[config.mk]
export PLATFORM = sky130hd
export DESIGN_NAME = fir_out_decimator
export DESIGN_NICKNAME = d
export VERILOG_FILES = /design/src/rtl/fir_pkg.sv /design/src/rtl/sync_fifo.sv /design/src/rtl/fir_out_decimator.sv
export SDC_FILE = /design/constraint.sdc
export NUM_CORES = 1
export LEC_CHECK = 0
export CAP_MARGIN = 40
export CORE_ASPECT_RATIO = 0.6
export CORE_MARGIN = 2
export CORE_UTILIZATION = 55
export DETAILED_ROUTE_END_ITERATION = 7
export PLACE_DENSITY = 0.75
export RECOVER_POWER = 50
export SYNTH_ARGS = -nofsm -noshare
export SYNTH_HDL_FRONTEND = slang
export SYNTH_SLANG_ARGS = --single-unit
[constraint.sdc]
create_clock -name clk -period 7.85 [get_ports clk]
set_clock_uncertainty 0.1 [all_clocks]
set_input_delay 1.9625 -clock clk [delete_from_list [all_inputs] [get_ports clk]]
set_output_delay 1.9625 -clock clk [all_outputs]
set_load 0.03 [all_outputs]
[src/rtl/fir_pkg.sv]
// Constants shared by the filter datapath and its output stage: sample width,
// default decimation and warm-up, and output FIFO depth.
package fir_pkg;

  localparam int FIR_DATA_W = 16;
  localparam int FIR_DECIM  = 4;
  localparam int FIR_WARMUP = 4;
  localparam int FIR_DEPTH  = 8;

  // Width of a counter that must hold every value 0..max_val (at least one bit).
  function automatic int cnt_w(input int max_val);
    return (max_val < 2) ? 1 : $clog2(max_val + 1);
  endfunction

endpackage

[src/rtl/sync_fifo.sv]
// Synchronous FIFO (DEPTH a power of two); rd_data comes straight from storage, a push is readable next cycle.
// Backpressure: a push while full is accepted only together with a pop; a pop while empty is ignored.
module sync_fifo #(
  parameter int DATA_W = 16,
  parameter int DEPTH  = 8
) (
  input  logic                   clk,
  input  logic                   rst,
  input  logic                   push,
  input  logic [DATA_W-1:0]      wr_data,
  input  logic                   pop,
  output logic [DATA_W-1:0]      rd_data,
  output logic                   full,
  output logic                   empty,
  output logic [$clog2(DEPTH):0] level
);

  localparam int PTR_W = $clog2(DEPTH);
  localparam int LVL_W = PTR_W + 1;

  logic [DATA_W-1:0] mem [DEPTH];
  logic [PTR_W-1:0]  wr_ptr;
  logic [PTR_W-1:0]  rd_ptr;
  logic              do_push;
  logic              do_pop;

  assign do_pop  = pop && !empty;
  assign do_push = push && (!full || do_pop);

  // Pointers wrap naturally because DEPTH is a power of two.
  always_ff @(posedge clk) begin
    if (rst) begin
      wr_ptr <= '0;
      rd_ptr <= '0;
      level  <= '0;
    end else begin
      if (do_push) wr_ptr <= wr_ptr + PTR_W'(1);
      if (do_pop)  rd_ptr <= rd_ptr + PTR_W'(1);
      if (do_push && !do_pop)      level <= level + LVL_W'(1);
      else if (do_pop && !do_push) level <= level - LVL_W'(1);
    end
  end

  always_ff @(posedge clk) begin
    if (do_push) mem[wr_ptr] <= wr_data;
  end

  assign rd_data = mem[rd_ptr];
  assign full    = (level == LVL_W'(DEPTH));
  assign empty   = (level == '0);

endmodule

[src/rtl/fir_out_decimator.sv]
// Drops WARMUP post-reset samples, keeps every DECIM-th one into a FIFO; kept sample visible one cycle later.
// Backpressure via m_valid/m_ready; a kept sample arriving while full with no pop is dropped and sets sticky overflow.
module fir_out_decimator
  import fir_pkg::*;
#(
  parameter int DATA_W = FIR_DATA_W,
  parameter int DECIM  = FIR_DECIM,
  parameter int WARMUP = FIR_WARMUP,
  parameter int DEPTH  = FIR_DEPTH
) (
  input  logic                   clk,
  input  logic                   rst,
  input  logic [DATA_W-1:0]      din,
  input  logic                   din_valid,
  output logic [DATA_W-1:0]      m_data,
  output logic                   m_valid,
  input  logic                   m_ready,
  output logic [$clog2(DEPTH):0] level,
  output logic                   overflow
);

  localparam int PH_W = cnt_w(DECIM - 1);
  localparam int WU_W = cnt_w(WARMUP);

  logic [PH_W-1:0] phase;
  logic [WU_W-1:0] wu_cnt;
  logic            warm_done;
  logic            keep_vld;
  logic            pop;
  logic            fifo_full;
  logic            fifo_empty;

  // With WARMUP=0 the counter sits at its terminal value from reset.
  assign warm_done = (wu_cnt == WU_W'(WARMUP));
  assign keep_vld  = din_valid && warm_done && (phase == '0);
  assign pop       = m_valid && m_ready;
  assign m_valid   = !fifo_empty;

  always_ff @(posedge clk) begin
    if (rst) begin
      phase    <= '0;
      wu_cnt   <= '0;
      overflow <= 1'b0;
    end else begin
      if (din_valid) begin
        if (!warm_done)                        wu_cnt <= wu_cnt + WU_W'(1);
        else if (phase == PH_W'(DECIM - 1))    phase  <= '0;
        else                                   phase  <= phase + PH_W'(1);
      end
      if (keep_vld && fifo_full && !pop) overflow <= 1'b1;
    end
  end

  sync_fifo #(
    .DATA_W (DATA_W),
    .DEPTH  (DEPTH)
  ) u_fifo (
    .clk     (clk),
    .rst     (rst),
    .push    (keep_vld),
    .wr_data (din),
    .pop     (pop),
    .rd_data (m_data),
    .full    (fifo_full),
    .empty   (fifo_empty),
    .level   (level)
  );

endmodule
==> run metrics, run 1 <==
Starting Density 56.0%; Reg2Reg Launch Point wu_cnt[0]; nets 380; f_max 0.209 GHz; synth unique cells 31; Synth area leaders edfxtp_1, mux4_1, dfxtp_1; Core Box Area 10500 sq um; hpwl dp 5620 microns; status complete, no violations; Post-Syn Area per Cell 20.1 sq um; Die ar. 11500 sq um; Port Buffers 41; pwr dens 310 nW/um^2; Worst EP arrival 2.73 ns; Via Count 2816; Synth Net Count 321; IO Count 42; met1 Use GR 27.0%; fin crit share 61.1%; most frequent cells after synthesis edfxtp_1, mux4_1, nor2_1; grt met2 use 29.1%; CP Max Fanout 20; CP startpoint kind flip-flop; pin count of the biggest net entering global routing 33; P_leak 0.00238 uW; Hold Startpoint overflow; total area of sequential cells 4230 sq um; Finished Cell Area 7070 sq um; DR iter-0 viols 245; clock sinks 147; most common cell in the synthesized netlist edfxtp_1; CTS tree built; antenna violations before repair 0; gpl congestion 0.708; Post-synth EDFFs 128; Setup Viol. Count Final 0; Clock Latency Late Sink 0.41 ns; vias in the first global route 2892; clock-pin slew on the worst setup and hold paths 0.06 ns; hold path depth 2; hold buffer count at CTS 0; Synth Instances 291; area share of the largest cell type after synthesis 65.7%; Die H 83.9 microns; # DRC 0; area grow syn2layout 21.0%; CP endpoint kind output pin; RSZ-0062 raised after global routing false; share of layout cells above drive strength 1 17.9%; fill cell count 683; CTS Buf Count 17; VDD IR-drop max 224 uV; Slew @ Worst Pin 1.08 ns; GRT Total Usage 19.3%; most congested layer reported by global routing met2; deepest clock path buffer count 2; worst reg2reg endpoint u_fifo.level[3]; WHS Endpoint overflow; worst min-delay path class flip-flop to flip-flop; worst setup path class flip-flop to output pin; area of the multi-input gates 1540 sq um; Max-Cap Viols 0; mapped cell area 5850 sq um; Detail Route Antenna Nets 0; relative slew slack 28.1%; min Tclk post-route 4.80 ns; routed len/inst 19.7 microns; Remaining Overflow, GRT 0; chip width 137 microns; synthesis-stage register bit count 147; Worst EP required 5.79 ns; vias per cell 5.61; row cnt 29; Synth Flop Type edfxtp_1; ANT cells 0; CTS resizes 0; DP Area 6470 sq um; reg2reg setup slack 5.02 ns; Yosys Warn Count 0; register area share after synthesis 72.2%; Root Buffer clkbuf_16; area leader, netlist edfxtp_1; grt met3 use 5.71%; worst reg-to-reg path cell count 11; Sum Neg Setup Slack 0 ns; Synth async-reset ratio 0%; endpoints failing hold 0; first-pass GRT wire length 15600 microns; max-slew violation count 0; postcts setup bufs 0; final wirelength 9900 microns; first drt pass iteration count 4; H-tree depth 4
per-stage QoR:
| stage | setup slack (ns) | std cells | hold slack, ns | total power (uW) | utilization, % |
|---|---|---|---|---|---|
| global route | 2.97 | 502 | 0.430 | 2280 | 67.7 |
| floorplan | 3.69 | 291 | 0.354 | 1260 | - |
| global placement | 3.21 | 468 | 0.350 | 1380 | 61.6 |
| finish | 3.05 | 502 | 0.382 | 2190 | 67.7 |
| detailed placement | 3.13 | 470 | 0.375 | 1400 | 61.9 |
| CTS | 3.00 | 502 | 0.388 | 2220 | 67.7 |
kinds of logic (layout without fill, tap and decap cells):
logic type      Yosys count  after routing  synth area share, %
buf+inv                  17             89                 1.63
xor+xnor                  6              6                0.899
fa+ha+maj                10             10                 2.27
compound gates           13             13                 1.31
simple gates             46             46                 3.75
flops                   147            147                 72.2
mux                      52             52                 17.9
routing by layer:
metal,vias to the layer above,wire length (microns)
met5,-,0
li1,1312,-
met3,15,392
met1,1432,4720
met4,0,131
met2,57,4660
how the worst max path moves through the flow:
stage               from               end  slack, ns
6_report       flip-flop         m_data[2]       3.05
5_1_grt        flip-flop         m_data[2]       2.97
3_5_place_dp   din_valid   u_fifo.level[3]       3.13
2_1_floorplan  din_valid  u_fifo.mem[0][0]       3.69
4_1_cts        flip-flop         m_data[2]       3.00
3_3_place_gp   din_valid   u_fifo.level[3]       3.21
critical path: stages (launching register included):
cell and delay, ns:
dfxtp_2 0.58, buf_12 0.25, mux4_1 0.61, mux2_2 0.28, clkdlybuf4s50_1 0.59
layout make-up:
cell class	count	area share (%)
sequential	147	59.7
multi-input combinational	127	21.7
clock inverter	14	2.51
inverter	5	0.265
clock buffer	18	6.07
timing repair buffer	52	7.20
tap	139	2.46
registers in the layout, indices dropped and copies added, names as in the netlist, named ones only:
signal	cells
wu_cnt	3
u_fifo.wr_ptr	3
u_fifo.level	4
overflow	1
u_fifo.mem	128
u_fifo.rd_ptr	3
phase	2
cell usage in the layout, fill, tap and decap left out, types with 5 or more instances in the layout:
master	netlist	final
a21oi_1	8	8
buf_4	0	8
clkbuf_16	0	17
clkdlybuf4s50_1	0	20
dfxtp_1	19	18
dlygate4sd3_1	0	21
edfxtp_1	128	128
ha_1	9	9
inv_1	5	5
mux2_2	17	17
mux4_1	28	28
nand2b_1	5	5
nor2_1	24	24
power by group:
group	switching [uW]	total, uW	internal (uW)
sequential	33.9	901	867
clock	313	817	504
combinational	229	476	247
Note: power is estimated with default switching activity, not from simulation.
==> inputs of run 2 (changes only) <==
CORE_UTILIZATION = 52   (was 55)
clock period = 4.29 ns   (was 7.85 ns; I/O delays follow)
==> run metrics, run 2 (synthesized netlist as in run 1, its figures left out) <==
status complete, no violations (unchanged); endpoints failing hold 0 (unchanged); Setup Viol. Count Final 0 (unchanged); CP Max Fanout 21 (was 20); row cnt 29 (unchanged); Die H 86.1 microns (was 83.9 microns); Clock Latency Late Sink 0.42 ns (was 0.41 ns); most common cell after layout, fill and taps aside edfxtp_1 (unchanged); relative slew slack 55.1% (was 28.1%); worst min-delay path class flip-flop to flip-flop (unchanged); routed len/inst 20.3 microns (was 19.7 microns); Root Buffer clkbuf_16 (unchanged); CTS tree built (unchanged); Detail Route Antenna Nets 0 (unchanged); f_max 0.255 GHz; final wirelength 10200 microns (was 9900 microns); commonest cells after routing, fill and taps aside edfxtp_1, mux4_1, nor2_1 (unchanged); Via Count 2851 (was 2816); hpwl dp 5930 microns (was 5620 microns); min Tclk post-route 3.92 ns; worst setup path class flip-flop to output pin (unchanged); Slew @ Worst Pin 0.672 ns (was 1.08 ns); Starting Density 54.4% (was 56.0%); Remaining Overflow, GRT 0 (unchanged); CTS Buf Count 17 (unchanged); worst reg2reg endpoint u_fifo.level[3] (unchanged); max reg flops 128 (unchanged); gpl congestion 0.738 (was 0.708); first-pass GRT wire length 15900 microns (was 15600 microns); vias in the first global route 2881 (was 2892); first drt pass iteration count 4 (unchanged); antenna violations before repair 0 (unchanged); IO Count 42 (unchanged); share of layout cells above drive strength 1 18.7% (was 17.9%); DR iter-0 viols 233 (was 245); clock-pin slew on the worst setup and hold paths 0.06 ns (about the same); Core Box Area 10700 sq um (was 10500 sq um); # DRC 0 (unchanged); total power 3940 uW (was 2190 uW); VDD IR-drop max 312 uV (was 224 uV); Hold Startpoint overflow (unchanged); Die ar. 12100 sq um (was 11500 sq um); final core occ 65.5% (was 67.7%); Max-Cap Viols 0 (unchanged); biggest regs u_fifo.mem x128, u_fifo.level x4 (unchanged); worst reg-to-reg path cell count 9 (was 11); nets 380 (unchanged); deepest clock path buffer count 2 (unchanged); clock sinks 147 (unchanged); ANT cells 0 (unchanged); chip width 141 microns (was 137 microns); area grow syn2layout 20.3% (was 21.0%); H-tree depth 4 (unchanged); final setup margin 0.368 ns (was 3.05 ns); reg2reg setup slack 1.52 ns (was 5.02 ns); Worst EP required 3.12 ns (was 5.79 ns); postcts setup bufs 0 (unchanged); Worst EP arrival 2.75 ns (was 2.73 ns); CP startpoint kind flip-flop (unchanged); max-slew violation count 0 (unchanged); hold path depth 2 (unchanged); GRT Total Usage 18.4% (was 19.3%); RSZ-0062 raised after global routing false (unchanged); Reg2Reg Launch Point u_fifo.level[0] (was wu_cnt[0]); DP Area 6460 sq um (was 6470 sq um); fin crit share 91.4%; CTS resizes 0 (unchanged); Top reg by flops u_fifo.mem (unchanged); pre-CTS WS 0.534 ns (was 3.13 ns); Finished Cell Area 7030 sq um (was 7070 sq um); pin count of the biggest net entering global routing 33 (unchanged); vias per cell 5.68 (was 5.61); Port Buffers 41 (unchanged); P_leak 0.00238 uW (about the same); WHS Endpoint overflow (unchanged); pwr dens 560 nW/um^2 (was 310 nW/um^2); Sum Neg Setup Slack 0 ns (unchanged); CP endpoint kind output pin (unchanged); hold buffer count at CTS 0 (unchanged)
## run 2: worst max-delay path, stage by stage (launching register included)
cell             delay (ns)
dfxtp_2                0.59
buf_12                 0.25
mux4_1                 0.59
mux2_2                 0.29
clkdlybuf4s50_1        0.60
## run 2: cell type report
type                    count  area, sq um
clock buffers              17          425
clock inverters            15          146
fillers                   713         3710
inverters                   5         18.8
multi-input cells         127         1540
flip-flops and latches    147         4230
well taps                 139          174
repair buffers             52          505
## run 2: how the worst max path moves through the flow
stage | startpoint | endpoint | slack (ns) | cells past startpoint
after detailed placement | din_valid | u_fifo.level[3] | 0.53 | 10
after global placement | din_valid | u_fifo.level[3] | 0.60 | 10
after global routing | flip-flop | m_data[1] | 0.27 | 4
after floorplan | din_valid | u_fifo.mem[0][0] | 1.02 | 4
after CTS | flip-flop | m_data[1] | 0.33 | 4
final | flip-flop | m_data[9] | 0.37 | 4
## run 2: metal layers
layer,global-route usage (%),vias to the layer above,part of all wire [%]
met3,5.92,8,4.8
met4,5.18,0,0.72
met2,29.4,56,49
met5,0,-,0
li1,-,1313,-
met1,24.9,1474,45
## run 2: per-stage QoR
stage               hold slack [ns]  instances
floorplan                     0.354        291
detailed placement            0.369        470
CTS                           0.381        502
finish                        0.373        502
global route                  0.407        502
global placement              0.353        470
## run 2: power by group
group,switching [uW],internal (uW)
Sequential,63.9,1590
Clock,605,814
Combinational,421,449
Total,1090,2850
==> inputs of run 3 (changes only) <==
SETUP_SLACK_MARGIN = 0.2   (was not set)
==> results of run 3 <==
Final layout, timing and power as in run 2 (identical DEF).
